### config.mk
export PLATFORM = sky130hd
export DESIGN_NAME = multicycle_ctrl
export DESIGN_NICKNAME = d
export VERILOG_FILES = /design/src/rtl/multicycle_ctrl.sv
export SDC_FILE = /design/constraint.sdc
export NUM_CORES = 1
export LEC_CHECK = 0
export ABC_AREA = 1
export BUFFER_PORTS_ARGS = -buffer_cell sky130_fd_sc_hd__buf_2
export CAP_MARGIN = 5
export CORE_MARGIN = 1.5
export CORE_UTILIZATION = 35
export DETAILED_ROUTE_END_ITERATION = 10
export GPL_TIMING_DRIVEN = 0
export PLACE_DENSITY_LB_ADDON = 0.05
export SYNTH_ARGS = -nofsm -noshare
export SYNTH_HDL_FRONTEND = slang
export SYNTH_SLANG_ARGS = --single-unit
### constraint.sdc
create_clock -name clk -period 1.5 [get_ports clk]
set_input_delay 0.225 -clock clk [delete_from_list [all_inputs] [get_ports clk]]
set_output_delay 0.225 -clock clk [all_outputs]
set_load 0.01 [all_outputs]
### src/rtl/multicycle_ctrl.sv
// Multi-cycle RV32I control FSM: fetch, decode, execute, memory and writeback sequencing.
// Optional memory wait timeout is enabled by defining MEM_TIMEOUT_EN.
module multicycle_ctrl #(
  parameter int unsigned TIMEOUT_CYCLES = 255
) (
  input  logic        clk,
  input  logic        reset_n,
  input  logic [31:0] instr,
  input  logic        mem_ready,
  input  logic        zero,
  output logic        mem_req,
  output logic        mem_we,
  output logic        ir_write,
  output logic        pc_inc,
  output logic        pc_branch,
  output logic [1:0]  imm_sel,
  output logic        alu_src,
  output logic [1:0]  alu_op,
  output logic        reg_write,
  output logic        wb_sel,
  output logic        instr_done,
  output logic        trap,
  output logic        trap_cause,
  output logic [2:0]  state
);

  localparam logic [2:0] StIdle   = 3'd0;
  localparam logic [2:0] StFetch  = 3'd1;
  localparam logic [2:0] StDecode = 3'd2;
  localparam logic [2:0] StExec   = 3'd3;
  localparam logic [2:0] StMem    = 3'd4;
  localparam logic [2:0] StWb     = 3'd5;
  localparam logic [2:0] StTrap   = 3'd6;

  localparam logic [6:0] OpR     = 7'b0110011;
  localparam logic [6:0] OpI     = 7'b0010011;
  localparam logic [6:0] OpLoad  = 7'b0000011;
  localparam logic [6:0] OpStore = 7'b0100011;
  localparam logic [6:0] OpBr    = 7'b1100011;

  // R and I share a class: both go EXEC->WB and differ only in the registered alu_src.
  localparam logic [1:0] ClsAlu   = 2'd0;
  localparam logic [1:0] ClsLoad  = 2'd1;
  localparam logic [1:0] ClsStore = 2'd2;
  localparam logic [1:0] ClsBr    = 2'd3;

  logic [2:0] state_q, state_d;
  logic [1:0] cls_q, cls_d;
  logic       bne_q, bne_d;
  logic [1:0] imm_sel_q, imm_sel_d;
  logic       alu_src_q, alu_src_d;
  logic [1:0] alu_op_q, alu_op_d;
  logic       timeout_hit;

  always_comb begin
    state_d   = state_q;
    cls_d     = cls_q;
    bne_d     = bne_q;
    imm_sel_d = imm_sel_q;
    alu_src_d = alu_src_q;
    alu_op_d  = alu_op_q;
    unique case (state_q)
      StIdle: state_d = StFetch;
      StFetch: begin
        if (mem_ready)        state_d = StDecode;
        else if (timeout_hit) state_d = StTrap;
      end
      StDecode: begin
        state_d = StExec;
        case (instr[6:0])
          OpR: begin
            cls_d = ClsAlu; imm_sel_d = 2'b00; alu_src_d = 1'b0; alu_op_d = 2'b10;
          end
          OpI: begin
            cls_d = ClsAlu; imm_sel_d = 2'b00; alu_src_d = 1'b1; alu_op_d = 2'b10;
          end
          OpLoad: begin
            cls_d = ClsLoad; imm_sel_d = 2'b00; alu_src_d = 1'b1; alu_op_d = 2'b00;
          end
          OpStore: begin
            cls_d = ClsStore; imm_sel_d = 2'b01; alu_src_d = 1'b1; alu_op_d = 2'b00;
          end
          OpBr: begin
            // Only BEQ (000) and BNE (001) are supported.
            if (instr[14:13] == 2'b00) begin
              cls_d = ClsBr; bne_d = instr[12];
              imm_sel_d = 2'b10; alu_src_d = 1'b0; alu_op_d = 2'b01;
            end else begin
              state_d = StTrap;
            end
          end
          default: state_d = StTrap;
        endcase
      end
      StExec: begin
        unique case (cls_q)
          ClsAlu:            state_d = StWb;
          ClsLoad, ClsStore: state_d = StMem;
          ClsBr:             state_d = StFetch;
          default:           state_d = StFetch;
        endcase
      end
      StMem: begin
        if (mem_ready)        state_d = (cls_q == ClsLoad) ? StWb : StFetch;
        else if (timeout_hit) state_d = StTrap;
      end
      StWb:    state_d = StFetch;
      StTrap:  state_d = StTrap;
      default: state_d = StIdle;
    endcase
  end

  always_ff @(posedge clk or negedge reset_n) begin
    if (!reset_n) begin
      state_q   <= StIdle;
      cls_q     <= ClsAlu;
      bne_q     <= 1'b0;
      imm_sel_q <= 2'b00;
      alu_src_q <= 1'b0;
      alu_op_q  <= 2'b00;
    end else begin
      state_q   <= state_d;
      cls_q     <= cls_d;
      bne_q     <= bne_d;
      imm_sel_q <= imm_sel_d;
      alu_src_q <= alu_src_d;
      alu_op_q  <= alu_op_d;
    end
  end

`ifdef MEM_TIMEOUT_EN
  localparam int unsigned CntW =
      ($clog2(TIMEOUT_CYCLES + 1) > 8) ? $clog2(TIMEOUT_CYCLES + 1) : 8;
  localparam logic [CntW-1:0] TimeoutLast = CntW'(TIMEOUT_CYCLES - 1);

  logic [CntW-1:0] wait_cnt_q, wait_cnt_d;
  logic            trap_cause_q, trap_cause_d;

  // Trap on the wait cycle that brings the count to TIMEOUT_CYCLES; mem_ready that cycle wins.
  assign timeout_hit = mem_req && !mem_ready && (wait_cnt_q >= TimeoutLast);

  always_comb begin
    wait_cnt_d   = wait_cnt_q;
    trap_cause_d = trap_cause_q | timeout_hit;
    if ((state_d != state_q) && ((state_d == StFetch) || (state_d == StMem))) begin
      wait_cnt_d = '0;
    end else if (mem_req && !mem_ready) begin
      wait_cnt_d = wait_cnt_q + 1'b1;
    end
  end

  always_ff @(posedge clk or negedge reset_n) begin
    if (!reset_n) begin
      wait_cnt_q   <= '0;
      trap_cause_q <= 1'b0;
    end else begin
      wait_cnt_q   <= wait_cnt_d;
      trap_cause_q <= trap_cause_d;
    end
  end

  assign trap_cause = trap_cause_q;
`else
  logic unused_timeout;
  assign unused_timeout = (TIMEOUT_CYCLES == 0);
  assign timeout_hit    = 1'b0;
  assign trap_cause     = 1'b0;
`endif

  logic unused_instr;
  assign unused_instr = ^{instr[31:15], instr[11:7]};

  always_comb begin
    mem_req    = (state_q == StFetch) || (state_q == StMem);
    mem_we     = (state_q == StMem) && (cls_q == ClsStore);
    ir_write   = (state_q == StFetch) && mem_ready;
    pc_inc     = (state_q == StFetch) && mem_ready;
    pc_branch  = (state_q == StExec) && (cls_q == ClsBr) && (bne_q ? ~zero : zero);
    reg_write  = (state_q == StWb);
    wb_sel     = (state_q == StWb) && (cls_q == ClsLoad);
    instr_done = ((state_q == StExec) && (cls_q == ClsBr)) || (state_q == StWb) ||
                 ((state_q == StMem) && (cls_q == ClsStore) && mem_ready);
    trap       = (state_q == StTrap);
  end

  assign imm_sel = imm_sel_q;
  assign alu_src = alu_src_q;
  assign alu_op  = alu_op_q;
  assign state   = state_q;

endmodule

==> metrics.md <==
| Metric | Value |
|---|---|
| Remaining design rule violation count | `0` |
| Initial antenna violation count | `0` |
| Global-route wire length before repair | `~3.0 mm` |
| Proportion of layout cells with a drive suffix above 1 | `between 50% and 60%` |
| Final net count | `between 150 and 200` |
| Final global-route overflow total | `0` |
| Data required time of the worst path | `1.27 ns` |
| Chip height | `slightly below 50 um` |
| Final routed wirelength across all metal layers | `between 1.5 and 2 mm` |
| Average size of a mapped cell | `around 7.3 um2` |
| Maximum number of pins on one net before global-route repair | `12` |
| Leakage power | `about 0.00064 uW` |
| Antenna-violating nets left | `0` |
| Setup WS pre-CTS | `0.0778 ns` |
| Worst-path clk slew | `0.07 ns` |
| Worst clock skew | `~0.0060 ns` |
| Vias in the first global route | `752` |
| Fin Hold WS | `0.189 ns` |
| Slowest CP cell | `dfrtp_1` |
| Classification of the worst-slack hold path | `input port to register` |
| Worst-case reg-to-reg path depth | `9` |
| Startpoint class of the critical path | `register` |
| Die Span X | `between 40 and 50 um` |
| Routed vias/inst | `between 4 and 5` |
| TritonCTS clock tree | `built` |
| Worst Hold Path Cells | `3` |
| Time the final worst path needs with I/O delays and setup | `approximately 1.5 ns` |
| Max Slew Vio Count | `0` |
| Routed length per placed instance | `10.2 um` |
| Share of the clock period used by the worst path after layout | `103%` |
| Drt pass-1 iters | `4` |
| Final hold violations | `0` |
| Port bufs | `30` |
| R2R setup slack | `roughly 0.10 ns` |
| Max-cap violations | `0` |
| Area of the core region | `2000 um2` |
| Endpoints failing setup | `5` |
| Via count | `roughly 800` |
| Reg2Reg Launch Point | `state[0]` |
| Clock sink total | `11` |
| Worst reg2reg path endpoint | `state[0]` |
| Initial Util | `38.2%` |
| Largest fanout on the critical path | `3` |
| Power density over cell area | `roughly 1300 nW/um2` |
| Global-route usage over all layers | `approximately 16%` |
| CTS max path bufs | `2` |
| Result of the run | `finished, violations left` |
| Violated checks | `negative setup slack` |
| Type of the worst setup path | `register to output pin` |
| Number of placement rows | `16` |
| Top cell type by total area after synthesis | `dfrtp_1` |
| Post-synthesis instance area | `764 um2` |
| Yosys cell types | `19` |
| CTS root buffer | `clkbuf_4` |
| Routability congestion estimate from global placement | `about 0.75` |
| Maximum clock frequency | `about 650 MHz` |
| Hold path endpoint | `bne_q` |
| Post-Syn Nets | `around 150` |
| Area share of the leading cell type in the synthesized netlist | `between 30% and 40%` |
| Sequential share of the synthesized area | `between 30% and 40%` |
| Number of warning messages in the yosys log | `0` |
| Dominant cells by area after synthesis | `dfrtp_1 (36%), nand2_1 (15%), inv_1 (6.9%)` |
| Max VDD drop | `738 uV` |
| Post-route cell area | `roughly 1200 um2` |
| CTS H-Tree Depth | `1` |
| Seq cells post-synth | `11` |
| Layout-stage area growth over the synthesis result | `52.0%` |
| Number of DRC markers in iteration 0 | `15` |
| Post-placement cell area | `948 um2` |
| Total clock buffers created by CTS | `3` |
| Series of cell instances along the critical path | `inv_1, ha_2, inv_2, nor2_2, nand2_1, nand3_1, buf_2` |
| DP Wirelength | `~1.3 mm` |
| Die area | `2470 um2` |
| Sum of negative setup slack | `-0.0917 ns` |
| Worst setup slack after layout | `-0.0384 ns` |
| Clock network latency to the later pin of the worst-skew pair | `about 0.27 ns` |
| Critical Path End Type | `output pin` |
| Synth Instances | `around 110` |
| Data arrival time of the critical path | `between 1 and 1.5 ns` |
| # diodes | `0` |
| Number of primary I/O pins | `54` |
| CP peak stage delay | `0.41 ns` |
| Setup repair after global routing missed its margin | `true` |
| Origin of the worst min-delay path | `instr[12]` |
| Final core occ | `between 50% and 60%` |
==> how the worst max path moves through the flow <==
stage / from / end / slack, ns
final: cls_q[0] / instr_done / -0.04
after global routing: cls_q[0] / instr_done / -0.15
after CTS: state[2] / pc_inc / -0.06
after detailed placement: state[2] / pc_inc / 0.08
after global placement: state[2] / pc_inc / 0.12
after floorplan: state[2] / pc_inc / 0.10
==> critical path: cells and delay by family (launching register included) <==
family                     cells  cell delay, ns
DFF                            1            0.41
buffers and inverters          3            0.23
and+or+nand+nor                3            0.22
adders and majority gates      1            0.18
==> synthesized netlist by cell type <==
library cell	n
nor3_1	3
xnor2_1	1
nand3_1	6
inv_1	14
nor2_4	4
nand4_2	1
inv_2	3
nand4_1	3
nor2_1	11
dfrtp_1	11
nand2_2	2
nand2_1	31
nand3_4	1
ha_1	4
o21ai_0	2
conb_1	1
a21oi_2	1
buf_4	2
o21ai_1	4
==> layout by cell type (no fill, tap or decap), types with 2 or more instances in the layout <==
master and instances:
dfrtp_2 2, inv_2 7, clkbuf_4 3, dfrtp_1 9
nor2_4 6, nand2_1 29, buf_4 16, nand3_2 2
ha_1 3, buf_6 4, o21ai_1 4, buf_2 26
nand3_1 4, nor2_1 6, nor3_1 2, inv_1 10
nor2_2 3, o21ai_0 2, nand4_1 3, nand2_2 4
==> sequential cells by signal, indices dropped and copies added, names as in the netlist <==
signal and flops:
state 3, alu_op 2, cls_q 2, imm_sel 2, alu_src 1, bne_q 1
==> area by class of cell <==
| class | instances | area [um2] |
|---|---|---|
| timing repair buffer | 45 | 290 |
| tap | 27 | 33.8 |
| buffer | 2 | 15.0 |
| inverter | 17 | 63.8 |
| sequential | 11 | 278 |
| clock buffer | 4 | 26.3 |
| fill | 198 | 840 |
| multi-input combinational | 75 | 455 |
==> cell families after synthesis <==
| group | count (synthesis) | synth area share, % |
|---|---|---|
| simple gates | 62 | 40.4 |
| buf+inv | 19 | 10.3 |
| flops | 11 | 36.0 |
| compound gates | 7 | 5.07 |
| fa+ha+maj | 4 | 6.55 |
| xor+xnor | 1 | 1.15 |
| other cells | 1 | 0.491 |
==> routing by layer <==
layer / part of all wire, % / vias up / global-route usage, %
met4: 1.1 / 0 / 9.72
met2: 50 / 24 / 27.1
met3: 4.0 / 2 / 2.73
li1: - / 420 / -
met1: 45 / 353 / 19.4
met5: 0 / - / 0
==> power by group <==
group          internal [uW]  total, uW  leakage, uW  switching, uW
combinational            477        936     0.000479            459
clock                    103        207    0.0000150            104
sequential               348        406     0.000141           58.4
total                    928       1550     0.000635            621
==> through the flow <==
| stage | instances | power, uW |
|---|---|---|
| floorplan | 105 | 744 |
| global placement | 162 | 918 |
| detailed placement | 162 | 927 |
| CTS | 177 | 1410 |
| global route | 181 | 1670 |
| finish | 181 | 1550 |
==> timing repair <==
item	CTS	global route
hold buffers	1	0
resized for setup	11	12
hold endpoints to repair	11	0
buffers inserted	10	4
pin swaps	3	4
endpoints found under the setup margin	7	7
Note: power is estimated with default switching activity, not from simulation.
